## src/rtl/nvram_upload_ctrl_if.sv

```systemverilog
// nvram_upload_ctrl_if: HPS ioctl upload bus between hps_io (master) and the NVRAM upload controller (slave)
interface nvram_upload_ctrl_if;
  logic        ioctl_upload;
  logic [7:0]  ioctl_index;
  logic        ioctl_rd;
  logic [24:0] ioctl_addr;
  logic [7:0]  ioctl_din;
  logic        ioctl_wait;
  logic        ioctl_upload_req;
  modport master (
    output ioctl_upload, ioctl_index, ioctl_rd, ioctl_addr,
    input  ioctl_din, ioctl_wait, ioctl_upload_req
  );
  modport slave (
    input  ioctl_upload, ioctl_index, ioctl_rd, ioctl_addr,
    output ioctl_din, ioctl_wait, ioctl_upload_req
  );
endinterface

```

## src/rtl/nvram_upload_ctrl.sv

```systemverilog
// nvram_upload_ctrl: serves HPS NVRAM uploads by pausing the CPU and reading bytes from the dump port
module nvram_upload_ctrl #(
  parameter int DUMPWIDTH = 10,
  parameter int DUMPINDEX = 4,
  parameter int READ_LAT  = 2,
  parameter int PAUSEPAD  = 2
) (
  input  logic                 clk_sys,
  input  logic                 reset,
  nvram_upload_ctrl_if.slave   io,
  input  logic                 osd_status,
  input  logic                 autosave,
  input  logic                 paused,
  output logic                 pause_cpu,
  output logic [DUMPWIDTH-1:0] ram_addr,
  input  logic [7:0]           ram_data,
  output logic                 busy
);
  typedef enum logic [2:0] {IDLE, PAUSE, SETTLE, READY, FETCH, DONE} state_t;
  localparam logic [7:0] PAD_LAST = 8'(PAUSEPAD - 1);
  localparam logic [7:0] LAT_LAST = 8'(READ_LAT - 1);
  state_t               state_q, state_d;
  logic [7:0]           cnt_q, cnt_d, din_q, din_d;
  logic [24:0]          pend_addr_q, pend_addr_d, rd_addr;
  logic [DUMPWIDTH-1:0] ram_addr_q, ram_addr_d;
  logic                 pend_q, pend_d, oor_q, oor_d, end_q, end_d, osd_q;
  logic                 wait_q, wait_d, req_q, req_d, pause_q, busy_q;
  logic                 rd_go, rd_oor;
  // A live strobe in READY takes precedence over a read parked during PAUSE/SETTLE
  assign rd_go   = io.ioctl_rd | pend_q;
  assign rd_addr = io.ioctl_rd ? io.ioctl_addr : pend_addr_q;
  assign rd_oor  = |(rd_addr >> DUMPWIDTH);
  always_comb begin
    state_d     = state_q;
    cnt_d       = cnt_q + 8'd1;
    pend_d      = pend_q;
    pend_addr_d = pend_addr_q;
    oor_d       = oor_q;
    end_d       = end_q;
    din_d       = din_q;
    ram_addr_d  = ram_addr_q;
    if ((state_q == PAUSE || state_q == SETTLE) && io.ioctl_rd) begin
      pend_d      = 1'b1;
      pend_addr_d = io.ioctl_addr;
    end
    case (state_q)
      IDLE:    state_d = (io.ioctl_upload && io.ioctl_index == 8'(DUMPINDEX)) ? PAUSE : IDLE;
      PAUSE:   state_d = !io.ioctl_upload ? DONE : paused ? SETTLE : PAUSE;
      SETTLE:  state_d = !io.ioctl_upload ? DONE : (cnt_q == PAD_LAST) ? READY : SETTLE;
      READY:
        if (!io.ioctl_upload) state_d = DONE;
        else if (rd_go) begin
          state_d = FETCH;
          pend_d  = 1'b0;
          oor_d   = rd_oor;
          if (!rd_oor) ram_addr_d = rd_addr[DUMPWIDTH-1:0];
        end
      FETCH: begin
        end_d = end_q | ~io.ioctl_upload;
        if (cnt_q == LAT_LAST) begin
          din_d   = oor_q ? 8'h00 : ram_data;
          state_d = end_d ? DONE : READY;
          end_d   = 1'b0;
        end
      end
      DONE: begin
        pend_d  = 1'b0;
        state_d = (cnt_q == PAD_LAST) ? IDLE : DONE;
      end
      default: state_d = IDLE;
    endcase
    if (state_d != state_q) cnt_d = '0;
    wait_d = state_d == PAUSE || state_d == SETTLE || state_d == FETCH;
    req_d  = osd_status & ~osd_q & autosave & (state_q == IDLE);
  end
  always_ff @(posedge clk_sys) begin
    if (reset) begin
      state_q     <= IDLE;
      cnt_q       <= '0;
      pend_q      <= 1'b0;
      pend_addr_q <= '0;
      oor_q       <= 1'b0;
      end_q       <= 1'b0;
      din_q       <= '0;
      ram_addr_q  <= '0;
      osd_q       <= 1'b0;
      wait_q      <= 1'b0;
      req_q       <= 1'b0;
      pause_q     <= 1'b0;
      busy_q      <= 1'b0;
    end else begin
      state_q     <= state_d;
      cnt_q       <= cnt_d;
      pend_q      <= pend_d;
      pend_addr_q <= pend_addr_d;
      oor_q       <= oor_d;
      end_q       <= end_d;
      din_q       <= din_d;
      ram_addr_q  <= ram_addr_d;
      osd_q       <= osd_status;
      wait_q      <= wait_d;
      req_q       <= req_d;
      pause_q     <= state_d != IDLE;
      busy_q      <= state_d != IDLE;
    end
  end
  assign io.ioctl_din        = din_q;
  assign io.ioctl_wait       = wait_q;
  assign io.ioctl_upload_req = req_q;
  assign pause_cpu           = pause_q;
  assign busy                = busy_q;
  assign ram_addr            = ram_addr_q;
endmodule

```

## src/flat_wrapper.sv

```systemverilog
// flat-port wrapper written by rule: the top's interface ports become plain ports
module nvram_upload_ctrl_flat 
#(
  parameter int DUMPWIDTH = 10,
  parameter int DUMPINDEX = 4,
  parameter int READ_LAT  = 2,
  parameter int PAUSEPAD  = 2
)
  (clk_sys, reset, osd_status, autosave, paused, pause_cpu, ram_addr, ram_data, busy, io_ioctl_upload, io_ioctl_index, io_ioctl_rd, io_ioctl_addr, io_ioctl_din, io_ioctl_wait, io_ioctl_upload_req);
  nvram_upload_ctrl_if io_i ();
  input  logic clk_sys;
  input  logic reset;
  input  logic osd_status;
  input  logic autosave;
  input  logic paused;
  output logic pause_cpu;
  output logic [DUMPWIDTH-1:0] ram_addr;
  input  logic [7:0] ram_data;
  output logic busy;
  input wire logic [$bits(io_i.ioctl_upload)-1:0] io_ioctl_upload;
  input wire logic [$bits(io_i.ioctl_index)-1:0] io_ioctl_index;
  input wire logic [$bits(io_i.ioctl_rd)-1:0] io_ioctl_rd;
  input wire logic [$bits(io_i.ioctl_addr)-1:0] io_ioctl_addr;
  output wire logic [$bits(io_i.ioctl_din)-1:0] io_ioctl_din;
  output wire logic [$bits(io_i.ioctl_wait)-1:0] io_ioctl_wait;
  output wire logic [$bits(io_i.ioctl_upload_req)-1:0] io_ioctl_upload_req;
  assign io_i.ioctl_upload = io_ioctl_upload;
  assign io_i.ioctl_index = io_ioctl_index;
  assign io_i.ioctl_rd = io_ioctl_rd;
  assign io_i.ioctl_addr = io_ioctl_addr;
  assign io_ioctl_din = io_i.ioctl_din;
  assign io_ioctl_wait = io_i.ioctl_wait;
  assign io_ioctl_upload_req = io_i.ioctl_upload_req;
  nvram_upload_ctrl #(.DUMPWIDTH(DUMPWIDTH), .DUMPINDEX(DUMPINDEX), .READ_LAT(READ_LAT), .PAUSEPAD(PAUSEPAD)) u_core (.clk_sys(clk_sys), .reset(reset), .io(io_i), .osd_status(osd_status), .autosave(autosave), .paused(paused), .pause_cpu(pause_cpu), .ram_addr(ram_addr), .ram_data(ram_data), .busy(busy));
endmodule
```

## config.mk

```make
export PLATFORM = sky130hd
export DESIGN_NAME = nvram_upload_ctrl_flat
export DESIGN_NICKNAME = d
export VERILOG_FILES = /design/src/rtl/nvram_upload_ctrl_if.sv /design/src/rtl/nvram_upload_ctrl.sv /design/src/flat_wrapper.sv
export SDC_FILE = /design/constraint.sdc
export NUM_CORES = 1
export LEC_CHECK = 0
export BUFFER_PORTS_ARGS = -buffer_cell sky130_fd_sc_hd__buf_4
export CELL_PAD_IN_SITES_DETAIL_PLACEMENT = 1
export CELL_PAD_IN_SITES_GLOBAL_PLACEMENT = 1
export CORE_ASPECT_RATIO = 1.1
export CORE_MARGIN = 1.5
export CORE_UTILIZATION = 41
export DETAILED_ROUTE_END_ITERATION = 10
export PLACE_DENSITY = 0.93
export REMOVE_ABC_BUFFERS = 1
export SLEW_MARGIN = 40
export SYNTH_ARGS = -nofsm -noshare
export SYNTH_HDL_FRONTEND = slang
export SYNTH_SLANG_ARGS = --single-unit
```

## constraint.sdc

```tcl
create_clock -name clk_sys -period 3 [get_ports clk_sys]
set_input_delay 0.3 -clock clk_sys [delete_from_list [all_inputs] [get_ports clk_sys]]
set_output_delay 0.3 -clock clk_sys [all_outputs]
set_load 0.01 [all_outputs]
```

==> flow_summary.json <==
{
  "place_congestion": 0.7894,
  "cts_tree": "done",
  "finalPower_mw": 1.622,
  "netlist_instances": 298,
  "r2r_start": "u_core.cnt_q[0]$_SDFF_PP0_",
  "first_global_vias": 2477,
  "post_cts_buffers": 0,
  "cts.sinks": 61,
  "hpwlAfterDp_mm": 4.948,
  "diodes": 0,
  "vias": 2477,
  "drc_errors": 0,
  "timing.max_cap.violations": 0,
  "min_period_ns": 2.044,
  "final_cell_mix": "75 x buf_4, 61 x dfxtp_1, 54 x nand2_1",
  "post_cts_resize_count": 0,
  "ctsHoldBuffers": 0,
  "synth_ff_type": "dfxtp_1",
  "drt_iter0_drc": 71,
  "max_stage_delay_ns": 0.42,
  "core-area_um2": 6156,
  "r2r_end": "u_core.io.ioctl_wait$_SDFF_PP0_",
  "grt_max_degree": 47,
  "yosysWarnings": 0,
  "reg2regPathDepth": 6,
  "htree_levels": 3,
  "fmax_mhz": 489.3,
  "rows": 30,
  "ant_nets": 0,
  "crit_path_max_fanout": 6,
  "outcome": "finished, final reports clean",
  "fin_crit_sh_pct": 68.12,
  "crit_path_end": "u_core.io.ioctl_wait$_SDFF_PP0_",
  "die-width_um": 78.80,
  "layout.nets": 414,
  "cts_root_buf": "clkbuf_8",
  "report.final.slew_viol_count": 0,
  "p_leak_nw": 1.341,
  "async_flop_share_pct": 0,
  "synthesis.area_um2": 2591,
  "initial_core_util_pct": 42.09,
  "synthDistinctLibCells": 47,
  "cp.arrival_ns": 2.30,
  "crit_type": "reg2reg",
  "cts_buffer_depth": 2,
  "cellPowerDensity_nw_per_um2": 484.8,
  "r2r_slack_ns": 0.96,
  "finalClockSkew_ns": 0.009132,
  "max_slew_margin_pct": 51.41,
  "wire_per_inst_um": 15.81,
  "grt_pass1_wl_mm": 11.50,
  "die-area_um2": 6807,
  "track_usage_pct": 21.73,
  "totalWireLength_mm": 7.085,
  "synth_edf_count": 0,
  "worstSetupEndpointType": "flop",
  "crit_required_ns": 3.26,
  "worst_pin_slew_ns": 0.7287,
  "startpoint_type": "flop",
  "clkTransAtPathRegs_ns": 0.07,
  "drtPass1Iterations": 4,
  "layout_commonest_cell": "buf_4",
  "antenna_found_initial": 0,
  "hold_path.class": "in2reg",
  "hold_viol": 0,
  "syn_avg_cell_area_um2": 8.695,
  "crit_path_cell_trace": "ha_1 > nor4b_2 > a21boi_0 > o211a_1 > a211o_1 > a21oi_1",
  "area_growth_pct": 29.07,
  "io_pins": 70,
  "fin_util_pct": 54.33,
  "insertion_delay_ns": 0.35,
  "port-buffer-count": 69,
  "crit_slowest_cell": "dfxtp_1",
  "numCtsBuffers": 9,
  "fp.dieH_um": 86.38,
  "finalSetupTns_ns": 0,
  "layout-drive-gt1-share_pct": 25.27,
  "drt-vias-per-instance": 5.529,
  "rsz0062_at_grt": "false",
  "critical_path.startpoint": "u_core.cnt_q[0]$_SDFF_PP0_",
  "yosys_register_bits": 61,
  "seq_area_frac_synth_pct": 47.13,
  "peakVddDrop_v": 0.0002325,
  "setup_violations": 0,
  "grt_overflow": 0
}
worst min-delay path by stage:
stage / slack [ns] / cells after the start / start / end
floorplan: 0.37 / 1 / reset / u_core.io.ioctl_wait$_SDFF_PP0_
global placement: 0.44 / 2 / u_core.pend_addr_q[6]$_SDFFE_PP0P_ / u_core.pend_addr_q[6]$_SDFFE_PP0P_
detailed placement: 0.45 / 2 / u_core.pend_addr_q[9]$_SDFFE_PP0P_ / u_core.pend_addr_q[9]$_SDFFE_PP0P_
CTS: 0.16 / 2 / ram_data[7] / u_core.io.ioctl_din[7]$_SDFFE_PP0P_
global route: 0.16 / 2 / ram_data[0] / u_core.io.ioctl_din[0]$_SDFFE_PP0P_
finish: 0.16 / 2 / ram_data[7] / u_core.io.ioctl_din[7]$_SDFFE_PP0P_
sequential cells by signal (all words and copies together) (netlist names):
signal,cells
u_core.cnt_q,8
u_core.end_q,1
u_core.io.ioctl_din,8
u_core.io.ioctl_upload_req,1
u_core.io.ioctl_wait,1
u_core.oor_q,1
u_core.osd_q,1
u_core.pause_cpu,1
u_core.pend_addr_q,25
u_core.pend_q,1
u_core.ram_addr,10
u_core.state_q,3
synth_stat cells, types with 2 or more instances:
master	count	area [µm²]
dfxtp_1	61	1221
nand2_1	54	202.7
a21oi_1	43	215.2
nor2_1	18	67.56
clkbuf_1	12	45.04
a311oi_1	10	87.58
mux2i_1	10	100.1
a22o_1	8	70.07
nand3_1	8	40.04
nor4_1	8	50.05
buf_2	6	30.03
xor2_1	6	52.55
nor2b_1	4	25.02
o211ai_1	4	30.03
and3_1	3	18.77
inv_1	3	11.26
o21a_1	3	22.52
a31oi_1	2	12.51
ha_1	2	25.02
nand2b_1	2	12.51
nand3b_1	2	15.01
nand4_1	2	12.51
nor4b_1	2	17.52
o21ai_0	2	10.01
worst max-delay path: cells and delay by family, from the launching register on:
family	cells	cell delay, ns
compound gates	4	0.94
fa+ha+maj	1	0.19
flops	1	0.42
simple gates	1	0.42
final cells by class:
cell class / instances / area (µm²)
Clock buffer: 10 / 127.6
Clock inverter: 5 / 52.55
Fill cell: 737 / 2811
Inverter: 3 / 11.26
Multi-Input combinational cell: 214 / 1269
Sequential cell: 61 / 1221
Tap cell: 80 / 100.1
Timing Repair Buffer: 75 / 563.0
report_power, final:
part	internal [mW]	switching (mW)	leakage [nW]	total (mW)
Clock	0.374	0.309	0.0919	0.683
Sequential	0.816	0.00610	0.492	0.822
Combinational	0.0604	0.0562	0.757	0.117
through the flow:
stage	hold slack, ns	instance area (µm²)	std cells	worst slack, ns
finish	0.1644	3344	448	0.9564
global route	0.1568	3344	448	0.8066
CTS	0.1586	3344	448	0.9368
detailed placement	0.4472	3164	433	0.9944
global placement	0.4406	3146	431	1.021
floorplan	0.3691	2497	278	0.7880
layer usage:
metal  track usage (%)  wire [µm]
met5                 0          0
met4             10.06        153
met3             3.684        281
met2             38.56       3686
met1             25.46       2964
cells by family (layout without fill, tap and decap cells):
logic type	Yosys count	in the layout	share of synthesized area, %
fa+ha+maj	2	2	0.9656
xor+xnor	7	7	2.366
flops	61	61	47.13
buf+inv	23	93	4.056
compound gates	81	81	20.18
mux	10	10	3.863
simple gates	114	114	21.44
No activity file was read; power rests on OpenSTA's default activity.
